## src/rtl/trace_player_ctrl.sv

```systemverilog
// Four-channel trace player: plays string-encoded traces onto A-D
// under start/pause/abort control, with optional looping.
module trace_player_ctrl #(
  parameter logic [32*8-1:0] TRACE_A = {32{"_"}},
  parameter logic [32*8-1:0] TRACE_B = {32{"_"}},
  parameter logic [32*8-1:0] TRACE_C = {32{"_"}},
  parameter logic [32*8-1:0] TRACE_D = {32{"_"}},
  parameter int              LENGTH  = 32,
  parameter int              LOOP    = 0
) (
  input  logic       clock,
  input  logic       reset,
  input  logic       start,
  input  logic       pause,
  input  logic       abort,
  output logic       A,
  output logic       B,
  output logic       C,
  output logic       D,
  output logic [4:0] t,
  output logic       busy,
  output logic       done,
  output logic [7:0] wraps
);

  if (LENGTH < 1 || LENGTH > 32) begin : g_bad_length
    $error("trace_player_ctrl: LENGTH must be in 1..32");
  end

  typedef enum logic [1:0] {
    S_IDLE,
    S_RUN,
    S_DONE
  } state_t;

  // Bit i is set when trace character i (leftmost = 0) is '-'.
  function automatic logic [31:0] f_mask(input logic [32*8-1:0] s);
    logic [31:0] m;
    m = '0;
    for (int i = 0; i < 32; i++) begin
      m[i] = (s[8*(31-i) +: 8] == 8'h2d);
    end
    return m;
  endfunction

  localparam logic [31:0] MASK_A = f_mask(TRACE_A);
  localparam logic [31:0] MASK_B = f_mask(TRACE_B);
  localparam logic [31:0] MASK_C = f_mask(TRACE_C);
  localparam logic [31:0] MASK_D = f_mask(TRACE_D);
  localparam logic [4:0]  LAST   = 5'(LENGTH - 1);

  state_t     r_state, w_state_nx;
  logic [4:0] r_t, w_t_nx;
  logic [7:0] r_wraps, w_wraps_nx;
  logic       w_run;

  always_ff @(posedge clock) begin
    if (reset) begin
      r_state <= S_IDLE;
      r_t     <= '0;
      r_wraps <= '0;
    end else begin
      r_state <= w_state_nx;
      r_t     <= w_t_nx;
      r_wraps <= w_wraps_nx;
    end
  end

  always_comb begin
    w_state_nx = r_state;
    w_t_nx     = r_t;
    w_wraps_nx = r_wraps;
    if (abort) begin
      w_state_nx = S_IDLE;
      w_t_nx     = '0;
    end else if (start) begin
      w_state_nx = S_RUN;
      w_t_nx     = '0;
      w_wraps_nx = '0;
    end else if (r_state == S_RUN && !pause) begin
      if (r_t != LAST) begin
        w_t_nx = r_t + 5'd1;
      end else if (LOOP != 0) begin
        w_t_nx = '0;
        if (r_wraps != 8'hff) begin
          w_wraps_nx = r_wraps + 8'd1;
        end
      end else begin
        w_state_nx = S_DONE;
      end
    end
  end

  assign w_run = (r_state == S_RUN);
  assign A     = w_run & MASK_A[r_t];
  assign B     = w_run & MASK_B[r_t];
  assign C     = w_run & MASK_C[r_t];
  assign D     = w_run & MASK_D[r_t];
  assign t     = r_t;
  assign busy  = w_run;
  assign done  = (r_state == S_DONE);
  assign wraps = r_wraps;

endmodule

```

## config.mk

```make
export PLATFORM = sky130hd
export DESIGN_NAME = trace_player_ctrl
export DESIGN_NICKNAME = d
export VERILOG_FILES = /design/src/rtl/trace_player_ctrl.sv
export SDC_FILE = /design/constraint.sdc
export NUM_CORES = 1
export LEC_CHECK = 0
export CAP_MARGIN = 20
export CORE_MARGIN = 1
export CORE_UTILIZATION = 32
export CTS_CLUSTER_DIAMETER = 40
export DETAILED_ROUTE_END_ITERATION = 10
export PLACE_DENSITY = 0.72
export SLEW_MARGIN = 20
export SYNTH_ARGS = -nofsm -noshare
export SYNTH_HDL_FRONTEND = slang
export SYNTH_SLANG_ARGS = --single-unit
```

## constraint.sdc

```tcl
create_clock -name clock -period 2.1 [get_ports clock]
set_input_delay 0.42 -clock clock [delete_from_list [all_inputs] [get_ports clock]]
set_output_delay 0.42 -clock clock [all_outputs]
set_load 0.05 [all_outputs]
```

==> impl_metrics.env <==
export IMPL_startpoint_type="flip-flop"
export IMPL_seq_area_frac_synth=0.331
export IMPL_clockBufferDepth=2
export IMPL_netlist_area_sq_um=423
export IMPL_yosysWarnings=0
export IMPL_grt_max_degree=7
export IMPL_switching_share=0.326
export IMPL_area_sequential_sq_um=143
export IMPL_area_growth_pct=27.8
export IMPL_first_global_vias=288
export IMPL_p_comb_frac=0.213
export IMPL_clkPwrFrac=0.369
export IMPL_crit_path_end_kind="output port"
export IMPL_rsz0062_at_grt="false"
export IMPL_drv_slew=0
export IMPL_drc=0
export IMPL_wl_per_cell_microns=8.44
export IMPL_gp_congestion=0.688
export IMPL_htreeDepth=1
export IMPL_core_area_sq_um=1170
export IMPL_hold_viol=0
export IMPL_cp_max_fo=6
export IMPL_grt_overflow_total=0
export IMPL_dr_wl_met2_microns=308
export IMPL_yosys_area_top_type="dfxtp_1"
export IMPL_fillers=123
export IMPL_clkSlewWorstSetupHoldPaths_ns=0.05
export IMPL_outcome="finished clean"
export IMPL_clock_sinks=7
export IMPL_hold_ws_ns=0.477
export IMPL_portBuffers=11
export IMPL_diodes=0
export IMPL_power_frac_seq=0.417
export IMPL_die_x_microns=38.4
export IMPL_powerDensity_nw_per_um2=601
export IMPL_cts_buffers=3
export IMPL_setup_tns_ns=0
export IMPL_yosysTopAreaCellShare=0.331
export IMPL_nNetsFinal=73
export IMPL_path_cells="nor2b_1, clkdlybuf4s50_1"
export IMPL_drt_iter0_markers=1
export IMPL_fp_dieH_microns=38.4
export IMPL_totalWireLength_microns=667
export IMPL_layout_common_cells="conb_1, clkdlybuf4s50_1, dfxtp_1"
export IMPL_grt_pass1_wl_mm=1.19
export IMPL_netlist_instances=51
export IMPL_max_cap_violations=0
export IMPL_drt_met1_wl_microns=304
export IMPL_dp_hpwl_microns=519
export IMPL_viasPerCell=4.33
export IMPL_post_route_period_util=0.957
export IMPL_criticalPathCategory="reg -> out"
export IMPL_std_cell_rows=12
export IMPL_fin_crit_ns=2.01
export IMPL_leakage_nw=0.215
export IMPL_fmax_mhz=498
export IMPL_initial_core_util=0.361
export IMPL_grt_usage=0.127
export IMPL_insertion_delay_ns=0.25
export IMPL_die_area_sq_um=1470
export IMPL_io_pins=24
export IMPL_cts_tree="yes"
export IMPL_antenna_found_initial=0
export IMPL_wl_met3_microns=41
export IMPL_synth_cell_types=21
export IMPL_peakVddDrop_mv=0.342
export IMPL_drtAntennaViolNets=0
export IMPL_ys_ff_latch=7
export IMPL_hold_path_class="reg -> reg"
export IMPL_cts_root_buf="clkbuf_4"
export IMPL_clock_skew_ns=0.00150
export IMPL_cp_required_ns=1.68
export IMPL_cp_arrival_ns=1.59
export IMPL_drt_pass1_iterations=2
export IMPL_setup_viol=0
export IMPL_vias=342
export IMPL_top_layer="met4"
export IMPL_crit_slowest_cell="clkdlybuf4s50_1"
export IMPL_final_common_cell="conb_1"
export IMPL_drive_above_1_share=0.154
export IMPL_synth_area_top_cells="dfxtp_1, buf_4, a21oi_1"
export IMPL_multi_input_area_sq_um=229
export IMPL_intPower_mw=0.219
export IMPL_syn_area_per_cell_sq_um=8.29
export IMPL_cpPeakStageDelay_ns=0.80
export IMPL_p_switching_mw=0.106
export IMPL_post_cts_buffers=0
==> flip-flops by register name (all words and copies together), names as in the netlist <==
| name | count |
|---|---|
| r_state | 2 |
| t | 5 |
==> power by group through the flow <==
| stage | logic (mW) | clock network, mW | registers (mW) |
|---|---|---|---|
| 5_1_grt | 0.0736 | 0.138 | 0.135 |
| 3_3_place_gp | 0.0687 | 0 | 0.138 |
| 6_report | 0.0693 | 0.120 | 0.135 |
| 2_1_floorplan | 0.0739 | 0 | 0.138 |
| 3_5_place_dp | 0.0688 | 0 | 0.138 |
| 4_1_cts | 0.0689 | 0.127 | 0.135 |
==> cell type report <==
type,instances,share of cell area
multi-input cells,40,0.424
flip-flops and latches,7,0.264
repair buffers,12,0.218
clock buffers,4,0.0486
well taps,14,0.0324
inverters,2,0.0139
==> critical path: cells and delay by family, from the launching register on <==
kind / cells / cell delay [ns]
and+or+nand+nor: 1 / 0.14
buffers and inverters: 1 / 0.80
DFF: 1 / 0.39
==> routing by layer <==
layer	vias to the layer above	global-route usage
met5	-	0
met3	2	0.0872
met4	0	0.0776
met1	145	0.115
met2	16	0.203
li1	179	-
==> synthesized netlist by cell type <==
master    count
nor2b_1       1
or4b_4        1
a31oi_1       1
and2b_1       1
nor4b_1       1
nor2_1        2
nor3_1        1
clkbuf_1      1
or3b_2        1
ha_1          2
and3_1        1
dfxtp_1       7
nand2_1       4
nand3_1       1
o21ai_0       2
buf_4        12
inv_1         2
or3_1         3
xnor2_1       1
conb_1        1
a21oi_1       5
==> worst paths after layout <==
path                           startpoint                 to  slack (ns)  depth (start not counted)
hold reg to reg         t[1]$_SDFFE_PP0P_  t[1]$_SDFFE_PP0P_        0.48                          2
setup / recovery  r_state[1]$_SDFFE_PP0P_               done        0.09                          2
hold / removal          t[1]$_SDFFE_PP0P_  t[1]$_SDFFE_PP0P_        0.48                          2
setup reg to reg        t[0]$_SDFFE_PP0P_  t[3]$_SDFFE_PP0P_        0.12                          6
==> logic make-up (layout without fill, tap and decap cells) <==
group / count (synthesis) / in the layout / synth area share
and+or+nand+nor: 17 / 17 / 0.243
other: 1 / 12 / 0.00887
AOI/OAI and AO/OA: 8 / 8 / 0.0976
buffers and inverters: 15 / 18 / 0.240
xor gates and xnor gates: 1 / 1 / 0.0207
DFF: 7 / 7 / 0.331
adders and majority gates: 2 / 2 / 0.0592
==> through the flow <==
stage	std cells	setup slack, ns	cell area (sq um)	power (mW)	utilization
floorplan	62	0.00916	467	0.212	-
global placement	75	0.0742	508	0.207	0.434
detailed placement	75	0.0669	508	0.207	0.434
CTS	79	0.0476	534	0.331	0.456
global route	79	0.00756	541	0.347	0.462
finish	79	0.0910	541	0.325	0.462
==> what timing repair did <==
item / CTS / global route
resized for setup: 0 / 2
hold buffers: 0 / 0
endpoints found under the setup margin: 0 / 2
Note: power is estimated with default switching activity, not from simulation.
